`config.mk`:
```
export PLATFORM = sky130hd
export DESIGN_NAME = mem_stage_hs_flat
export DESIGN_NICKNAME = d
export VERILOG_FILES = /design/src/rtl/mem_stage_hs_if.sv /design/src/rtl/mem_stage_hs.sv /design/src/flat_wrapper.sv
export SDC_FILE = /design/constraint.sdc
export NUM_CORES = 1
export LEC_CHECK = 0
export ABC_AREA = 1
export CORE_MARGIN = 5
export CORE_UTILIZATION = 40
export CTS_CLUSTER_DIAMETER = 80
export DETAILED_ROUTE_END_ITERATION = 6
export PLACE_DENSITY_LB_ADDON = 0.12
export REMOVE_ABC_BUFFERS = 1
export SYNTH_ARGS = -nofsm -noshare
export SYNTH_HDL_FRONTEND = slang
export SYNTH_SLANG_ARGS = --single-unit
export TNS_END_PERCENT = 30
```
`constraint.sdc`:
```
create_clock -name clk -period 2.5 [get_ports clk]
set_input_delay 0.5 -clock clk [delete_from_list [all_inputs] [get_ports clk]]
set_output_delay 0.5 -clock clk [all_outputs]
set_load 0.005 [all_outputs]
```
`src/rtl/mem_stage_hs_if.sv`:
```
// Data-memory request/response bus between the MEM stage (master) and data memory (slave).
// The request side is valid/ready; the response side is a one-cycle valid pulse.
interface mem_stage_hs_if #(
  parameter int XLEN = 32
);
  logic              dmem_req_valid;
  logic              dmem_req_ready;
  logic              dmem_req_we;
  logic [XLEN-1:0]   dmem_req_addr;
  logic [XLEN/8-1:0] dmem_req_be;
  logic [XLEN-1:0]   dmem_req_wdata;
  logic              dmem_rsp_valid;
  logic [XLEN-1:0]   dmem_rsp_rdata;

  modport master (
    output dmem_req_valid, dmem_req_we, dmem_req_addr, dmem_req_be, dmem_req_wdata,
    input  dmem_req_ready, dmem_rsp_valid, dmem_rsp_rdata
  );

  modport slave (
    input  dmem_req_valid, dmem_req_we, dmem_req_addr, dmem_req_be, dmem_req_wdata,
    output dmem_req_ready, dmem_rsp_valid, dmem_rsp_rdata
  );
endinterface

```
`src/rtl/mem_stage_hs.sv`:
```
// MEM/WB stage with a stallable valid/ready data-memory port: lane alignment, load
// extension, misalignment trapping, flush, and a registered valid-qualified WB bundle.
module mem_stage_hs #(
  parameter int XLEN      = 32,
  parameter int CTRL_WB_W = 3,
  parameter int RD_W      = 5
) (
  input  logic                 clk,
  input  logic                 reset_n,
  input  logic                 flush,
  input  logic                 in_valid,
  output logic                 in_ready,
  input  logic                 in_mem_read,
  input  logic                 in_mem_write,
  input  logic [2:0]           in_funct3,
  input  logic [CTRL_WB_W-1:0] in_ctrl_wb,
  input  logic [RD_W-1:0]      in_rd,
  input  logic [XLEN-1:0]      in_pc4,
  input  logic [XLEN-1:0]      in_alu_result,
  input  logic [XLEN-1:0]      in_store_data,
  mem_stage_hs_if.master       dmem,
  output logic                 wb_valid,
  output logic [CTRL_WB_W-1:0] wb_ctrl,
  output logic [RD_W-1:0]      wb_rd,
  output logic [XLEN-1:0]      wb_pc4,
  output logic [XLEN-1:0]      wb_mem_data,
  output logic [XLEN-1:0]      wb_alu_data,
  output logic                 wb_misaligned
);
  localparam int NB = XLEN / 8;
  localparam int LW = $clog2(NB);

  typedef enum logic [1:0] {S_IDLE, S_REQ, S_RSP} state_t;

  state_t               r_state;
  logic                 r_drop;
  logic                 r_req_valid;
  logic                 r_req_we;
  logic [XLEN-1:0]      r_req_addr;
  logic [NB-1:0]        r_req_be;
  logic [XLEN-1:0]      r_req_wdata;
  logic [CTRL_WB_W-1:0] r_op_ctrl;
  logic [RD_W-1:0]      r_op_rd;
  logic [XLEN-1:0]      r_op_pc4;
  logic [XLEN-1:0]      r_op_alu;
  logic [2:0]           r_op_funct3;
  logic                 r_wb_valid;
  logic [CTRL_WB_W-1:0] r_wb_ctrl;
  logic [RD_W-1:0]      r_wb_rd;
  logic [XLEN-1:0]      r_wb_pc4;
  logic [XLEN-1:0]      r_wb_mem_data;
  logic [XLEN-1:0]      r_wb_alu_data;
  logic                 r_wb_misaligned;

  logic                 w_accept;
  logic                 w_is_mem;
  logic                 w_misaligned;
  logic                 w_handshake;
  logic [LW-1:0]        w_lane;
  logic [NB-1:0]        w_size_mask;
  logic [NB-1:0]        w_be;
  logic [XLEN-1:0]      w_wdata;
  logic [XLEN-1:0]      w_addr;

  // Move the addressed lane to bit 0, then sign/zero-extend from the access size.
  function automatic logic [XLEN-1:0] extend_load(input logic [XLEN-1:0] word,
                                                  input logic [LW-1:0]   lane,
                                                  input logic [2:0]      f3);
    logic [XLEN-1:0] shifted;
    int              top;
    shifted = word >> {lane, 3'b000};
    top     = XLEN - (8 << f3[1:0]);
    if (top < 0) top = 0;
    shifted = shifted << top;
    if (f3[2]) return shifted >> top;
    return XLEN'($signed(shifted) >>> top);
  endfunction

  assign in_ready    = (r_state == S_IDLE);
  assign w_accept    = in_valid && in_ready && !flush;
  assign w_is_mem    = in_mem_read || in_mem_write;
  assign w_handshake = r_req_valid && dmem.dmem_req_ready;
  assign w_lane      = in_alu_result[LW-1:0];
  assign w_addr      = {in_alu_result[XLEN-1:LW], {LW{1'b0}}};
  assign w_be        = w_size_mask << w_lane;
  assign w_wdata     = in_store_data << {w_lane, 3'b000};

  // Doubleword accesses have no lane mapping on a 32-bit datapath and trap as misaligned.
  assign w_misaligned = ((in_funct3[1:0] == 2'd1) && in_alu_result[0]) ||
                        ((in_funct3[1:0] == 2'd2) && (in_alu_result[1:0] != 2'd0)) ||
                        ((in_funct3[1:0] == 2'd3) && ((XLEN == 32) || (in_alu_result[2:0] != 3'd0)));

  always_comb begin
    w_size_mask = '0;
    case (in_funct3[1:0])
      2'd0:    w_size_mask = NB'(8'h01);
      2'd1:    w_size_mask = NB'(8'h03);
      2'd2:    w_size_mask = NB'(8'h0F);
      default: w_size_mask = NB'(8'hFF);
    endcase
  end

  always_ff @(posedge clk or negedge reset_n) begin
    if (!reset_n) begin
      r_state         <= S_IDLE;
      r_drop          <= 1'b0;
      r_req_valid     <= 1'b0;
      r_req_we        <= 1'b0;
      r_req_addr      <= '0;
      r_req_be        <= '0;
      r_req_wdata     <= '0;
      r_op_ctrl       <= '0;
      r_op_rd         <= '0;
      r_op_pc4        <= '0;
      r_op_alu        <= '0;
      r_op_funct3     <= '0;
      r_wb_valid      <= 1'b0;
      r_wb_ctrl       <= '0;
      r_wb_rd         <= '0;
      r_wb_pc4        <= '0;
      r_wb_mem_data   <= '0;
      r_wb_alu_data   <= '0;
      r_wb_misaligned <= 1'b0;
    end else begin
      r_wb_valid      <= 1'b0;
      r_wb_ctrl       <= '0;
      r_wb_misaligned <= 1'b0;
      case (r_state)
        S_IDLE: begin
          if (w_accept) begin
            r_op_ctrl   <= in_ctrl_wb;
            r_op_rd     <= in_rd;
            r_op_pc4    <= in_pc4;
            r_op_alu    <= in_alu_result;
            r_op_funct3 <= in_funct3;
            if (w_is_mem && !w_misaligned) begin
              r_state     <= S_REQ;
              r_req_valid <= 1'b1;
              r_req_we    <= in_mem_write;
              r_req_addr  <= w_addr;
              r_req_be    <= w_be;
              r_req_wdata <= w_wdata;
            end else begin
              // In this branch a memory op is necessarily a misaligned one.
              r_wb_valid      <= 1'b1;
              r_wb_ctrl       <= w_is_mem ? '0 : in_ctrl_wb;
              r_wb_misaligned <= w_is_mem;
              r_wb_rd         <= in_rd;
              r_wb_pc4        <= in_pc4;
              r_wb_alu_data   <= in_alu_result;
            end
          end
        end
        S_REQ: begin
          if (w_handshake) begin
            r_req_valid <= 1'b0;
            if (r_req_we) begin
              r_state <= S_IDLE;
              if (!flush) begin
                r_wb_valid    <= 1'b1;
                r_wb_ctrl     <= r_op_ctrl;
                r_wb_rd       <= r_op_rd;
                r_wb_pc4      <= r_op_pc4;
                r_wb_alu_data <= r_op_alu;
              end
            end else begin
              r_state <= S_RSP;
              r_drop  <= flush;
            end
          end else if (flush) begin
            r_req_valid <= 1'b0;
            r_state     <= S_IDLE;
          end
        end
        S_RSP: begin
          if (dmem.dmem_rsp_valid) begin
            r_state <= S_IDLE;
            r_drop  <= 1'b0;
            if (!r_drop && !flush) begin
              r_wb_valid    <= 1'b1;
              r_wb_ctrl     <= r_op_ctrl;
              r_wb_rd       <= r_op_rd;
              r_wb_pc4      <= r_op_pc4;
              r_wb_alu_data <= r_op_alu;
              r_wb_mem_data <= extend_load(dmem.dmem_rsp_rdata, r_op_alu[LW-1:0], r_op_funct3);
            end
          end else if (flush) begin
            r_drop <= 1'b1;
          end
        end
        default: r_state <= S_IDLE;
      endcase
    end
  end

  assign dmem.dmem_req_valid = r_req_valid;
  assign dmem.dmem_req_we    = r_req_we;
  assign dmem.dmem_req_addr  = r_req_addr;
  assign dmem.dmem_req_be    = r_req_be;
  assign dmem.dmem_req_wdata = r_req_wdata;

  assign wb_valid      = r_wb_valid;
  assign wb_ctrl       = r_wb_ctrl;
  assign wb_rd         = r_wb_rd;
  assign wb_pc4        = r_wb_pc4;
  assign wb_mem_data   = r_wb_mem_data;
  assign wb_alu_data   = r_wb_alu_data;
  assign wb_misaligned = r_wb_misaligned;
endmodule

```
`src/flat_wrapper.sv`:
```
// flat-port wrapper written by rule: the top's interface ports become plain ports
module mem_stage_hs_flat 
#(
  parameter int XLEN      = 32,
  parameter int CTRL_WB_W = 3,
  parameter int RD_W      = 5
)
  (clk, reset_n, flush, in_valid, in_ready, in_mem_read, in_mem_write, in_funct3, in_ctrl_wb, in_rd, in_pc4, in_alu_result, in_store_data, wb_valid, wb_ctrl, wb_rd, wb_pc4, wb_mem_data, wb_alu_data, wb_misaligned, dmem_dmem_req_valid, dmem_dmem_req_we, dmem_dmem_req_addr, dmem_dmem_req_be, dmem_dmem_req_wdata, dmem_dmem_req_ready, dmem_dmem_rsp_valid, dmem_dmem_rsp_rdata);
  mem_stage_hs_if #(.XLEN(XLEN)) dmem_i ();
  input  logic clk;
  input  logic reset_n;
  input  logic flush;
  input  logic in_valid;
  output logic in_ready;
  input  logic in_mem_read;
  input  logic in_mem_write;
  input  logic [2:0] in_funct3;
  input  logic [CTRL_WB_W-1:0] in_ctrl_wb;
  input  logic [RD_W-1:0] in_rd;
  input  logic [XLEN-1:0] in_pc4;
  input  logic [XLEN-1:0] in_alu_result;
  input  logic [XLEN-1:0] in_store_data;
  output logic wb_valid;
  output logic [CTRL_WB_W-1:0] wb_ctrl;
  output logic [RD_W-1:0] wb_rd;
  output logic [XLEN-1:0] wb_pc4;
  output logic [XLEN-1:0] wb_mem_data;
  output logic [XLEN-1:0] wb_alu_data;
  output logic wb_misaligned;
  output wire logic [$bits(dmem_i.dmem_req_valid)-1:0] dmem_dmem_req_valid;
  output wire logic [$bits(dmem_i.dmem_req_we)-1:0] dmem_dmem_req_we;
  output wire logic [$bits(dmem_i.dmem_req_addr)-1:0] dmem_dmem_req_addr;
  output wire logic [$bits(dmem_i.dmem_req_be)-1:0] dmem_dmem_req_be;
  output wire logic [$bits(dmem_i.dmem_req_wdata)-1:0] dmem_dmem_req_wdata;
  input wire logic [$bits(dmem_i.dmem_req_ready)-1:0] dmem_dmem_req_ready;
  input wire logic [$bits(dmem_i.dmem_rsp_valid)-1:0] dmem_dmem_rsp_valid;
  input wire logic [$bits(dmem_i.dmem_rsp_rdata)-1:0] dmem_dmem_rsp_rdata;
  assign dmem_dmem_req_valid = dmem_i.dmem_req_valid;
  assign dmem_dmem_req_we = dmem_i.dmem_req_we;
  assign dmem_dmem_req_addr = dmem_i.dmem_req_addr;
  assign dmem_dmem_req_be = dmem_i.dmem_req_be;
  assign dmem_dmem_req_wdata = dmem_i.dmem_req_wdata;
  assign dmem_i.dmem_req_ready = dmem_dmem_req_ready;
  assign dmem_i.dmem_rsp_valid = dmem_dmem_rsp_valid;
  assign dmem_i.dmem_rsp_rdata = dmem_dmem_rsp_rdata;
  mem_stage_hs #(.XLEN(XLEN), .CTRL_WB_W(CTRL_WB_W), .RD_W(RD_W)) u_core (.clk(clk), .reset_n(reset_n), .flush(flush), .in_valid(in_valid), .in_ready(in_ready), .in_mem_read(in_mem_read), .in_mem_write(in_mem_write), .in_funct3(in_funct3), .in_ctrl_wb(in_ctrl_wb), .in_rd(in_rd), .in_pc4(in_pc4), .in_alu_result(in_alu_result), .in_store_data(in_store_data), .dmem(dmem_i), .wb_valid(wb_valid), .wb_ctrl(wb_ctrl), .wb_rd(wb_rd), .wb_pc4(wb_pc4), .wb_mem_data(wb_mem_data), .wb_alu_data(wb_alu_data), .wb_misaligned(wb_misaligned));
endmodule
```
==> reports/metrics.cfg <==
[cts]
path_clk_slew_ns=0.06
root_buffer=clkbuf_16
numCtsBuffers=29
clock_latency_ns=0.54
htree_levels=1
cts_tree=done
clock_sinks=252
cts.path.max_buffers=3

[power]
comb_power_share_pct=43.6
peakVddDrop_uv=768
p_per_area_nw_per_um2=1220
swShare_pct=36.1
seq_power_share_pct=35.9
switchingPower_uw=7150
p_int_uw=12700
power_frac_clock_pct=20.5
power.leakage_uw=0.00770

[worst_setup_path]
crit_type=flop to primary output
cp_max_fo=6
cp.required_ns=2.00
critPathMaxStageDelay_ns=0.51
path_buf_inv=3
path_cells=inv_1, ha_2, buf_4, clkdlybuf4s50_1
arrival_ns=1.91
startpoint_type=flop
crit_family=buffers and inverters
cp_slowest_cell=clkdlybuf4s50_1
endpoint_kind=primary output

[grt]
grt_max_degree=123
grt_pass1_vias=9995
grtUsageTotal_pct=19.4
antenna_found_initial=2
grt_overflow=0
grt_pass1_wl_um=53200

[sta]
worst_pin_slew_ns=0.604
fmax_ghz=0.415
final_max_slew_viol_count=0
postLayoutSetupSlackWorst_ns=0.0892
fin_crit_ns=2.41
finalCritPeriodShare_pct=96.4
finalSetupViolations=0
rsz0062_at_grt=false
finalHoldViolCount=0
setup_tns_ns=0
slew_headroom_pct=59.6
fin_worst_skew_ns=0.0101

[routing]
drtIter0Drc=643
ant_nets=0
vias=10100
routed_wl_um=32700
drc=0
wire_per_inst_um=15.7
vias_per_cell=4.84
drtPass1Iterations=5

[place]
dp.cells=2031
post-dp-hpwl_um=23000
portBuffers=321
dp_slack_ns=0.0722
routabilityCongestion=0.825

[synthesis]
ys_seq_area_share_pct=54.0
synth_cell_types=35
synthCells=1375
synth.avg_cell_area_um2=8.50
ys_ff_latch=252
ys_warn_count=0
synth_top_area_share_pct=54.0
synth_area_um2=11700
synth_top_area_cell=dfrtp_1
ys_top_cells_by_area=dfrtp_1 (54%), nand2_1 (14%), o21ai_0 (8.2%), o21ai_2 (4.6%), inv_1 (3.1%)

[layout]
antenna_cells=0
multi_input_area_um2=4480
regArea_um2=6310
fin_cells=2083
fill_cells=2661
nets=1831
drive_above_1_share_pct=10.8
area_growth_pct=39.0

[min_path]
hp-class=flop to flop

[floorplan]
die_h_um=181
io_pins=324
chipWidth_um=181
core-area_um2=28800
num_rows=62
die-area_um2=32700
initial_core_util_pct=40.6

[job]
drv_cap=0

[status]
status=finished, final reports clean

==> area by class of cell <==
| cell class | count | share of cell area, % |
|---|---|---|
| clock inverters | 12 | 0.616 |
| multi-input cells | 935 | 27.6 |
| clock buffers | 38 | 5.05 |
| repair buffers | 360 | 22.6 |
| well taps | 384 | 2.96 |
| flip-flops and latches | 252 | 38.8 |
| inverters | 102 | 2.38 |
==> kinds of logic after synthesis <==
logic type	Yosys count	synth area share, %
compound gates	353	17.5
fa+ha+maj	4	0.428
buf+inv	189	7.71
flops	252	54.0
mux	7	0.600
other cells	1	0.0321
simple gates	569	19.8
==> cells in the final DEF (no fill, tap or decap), types with 3 or more instances in the layout <==
cell type | netlist | routed
a21oi_1 | 46 | 46
clkbuf_1 | 42 | 3
buf_4 | 3 | 26
nand2_1 | 444 | 444
nor2_1 | 45 | 45
clkdlybuf4s50_1 | 0 | 320
o21ai_0 | 191 | 191
clkinv_2 | 0 | 11
nor2_2 | 3 | 3
ha_1 | 4 | 3
clkinv_1 | 3 | 3
mux2i_1 | 7 | 7
nand2_2 | 23 | 23
o211ai_1 | 11 | 11
o21ai_1 | 32 | 32
nand4_1 | 4 | 4
buf_12 | 1 | 12
clkbuf_8 | 0 | 6
a31oi_1 | 8 | 8
o21ai_2 | 62 | 62
inv_1 | 98 | 95
nand3_1 | 42 | 42
clkbuf_16 | 0 | 29
dfrtp_1 | 252 | 252
==> Yosys cell counts <==
cell type,n
buf_12,1
clkbuf_1,42
buf_1,6
nand2_1,444
dfrtp_1,252
o21ai_1,32
buf_6,16
a31oi_1,8
clkinv_1,3
inv_2,1
nor3_1,2
nor2_1,45
nand3_1,42
mux2i_1,7
nor2_2,3
o21ai_2,62
o31ai_1,1
nand3b_4,1
a21oi_1,46
nor2_4,2
inv_1,98
ha_1,4
nand2_2,23
nor3_2,1
or2_2,1
clkbuf_2,1
nand3b_1,1
o211ai_1,11
buf_2,16
o22ai_1,2
nand4_1,4
buf_8,2
o21ai_0,191
buf_4,3
conb_1,1
==> metrics by stage <==
step | total power [µW] | utilization [%] | instance area [µm²] | hold WS, ns
detailed placement | 15900 | 53.2 | 15300 | 0.459
global route | 21400 | 56.4 | 16200 | 0.494
floorplan | 11300 | - | 11200 | 0.204
finish | 19800 | 56.4 | 16200 | 0.469
global placement | 15700 | 53.2 | 15300 | 0.453
CTS | 20100 | 56.4 | 16200 | 0.473
==> worst reg2reg max path: stages (launching register included) <==
cell	delay (ns)
dfrtp_1	0.67
clkinv_1	0.33
nand2_1	0.15
nand3_1	0.13
nand3_1	0.14
nand2_1	0.08
nand3_1	0.43
a21oi_1	0.14
==> sequential cells by signal, indices dropped and copies added, names as in the netlist, 2 cells and up <==
| name | cells |
|---|---|
| u_core.wb_alu_data | 32 |
| u_core.r_op_pc4 | 32 |
| u_core.r_op_rd | 5 |
| u_core.wb_rd | 5 |
| u_core.wb_pc4 | 32 |
| u_core.wb_ctrl | 3 |
| u_core.r_op_ctrl | 3 |
| u_core.r_op_funct3 | 3 |
| u_core.r_op_alu | 32 |
| u_core.r_state | 2 |
| u_core.dmem.dmem_req_addr | 30 |
| u_core.dmem.dmem_req_wdata | 32 |
| u_core.dmem.dmem_req_be | 4 |
| u_core.wb_mem_data | 32 |
==> power by group through the flow <==
stage          clock (µW)  sequential (µW)  combinational (µW)
2_1_floorplan           0             7100                4180
5_1_grt              4360             7340                9660
3_5_place_dp            0             7140                8740
6_report             4070             7110                8640
3_3_place_gp            0             7100                8570
4_1_cts              4180             7120                8770
==> repair_timing <==
| action | CTS | global route |
|---|---|---|
| buffers inserted | 0 | 1 |
| hold endpoints to repair | 58 | 0 |
| gates resized for setup | 0 | 2 |
| endpoints found under the setup margin | 0 | 1 |
| hold buffers | 1 | 0 |
==> worst paths after layout <==
check,from,end,slack [ns],cells past startpoint
worst min register to register,u_core.r_op_pc4[27],u_core.r_op_pc4[27],0.47,2
worst min-delay path,u_core.r_op_pc4[27],u_core.r_op_pc4[27],0.47,2
worst max-delay path,u_core.r_state[0],in_ready,0.09,4
min in group asynchronous,reset_n,u_core.r_op_alu[9],0.51,2
max in group asynchronous,reset_n,u_core.wb_mem_data[16],1.24,3
worst max register to register,u_core.r_op_alu[0],u_core.wb_mem_data[18],0.28,7
==> per-layer routing <==
| layer | vias to the layer above | global-route usage, % | share of wire [%] |
|---|---|---|---|
| li1 | 5050 | - | - |
| met1 | 4676 | 25.7 | 43 |
| met2 | 295 | 31.7 | 46 |
| met3 | 54 | 5.35 | 7.4 |
| met4 | 4 | 4.84 | 2.6 |
| met5 | - | 0 | 0.12 |
Power figures use the tool's default switching activity.
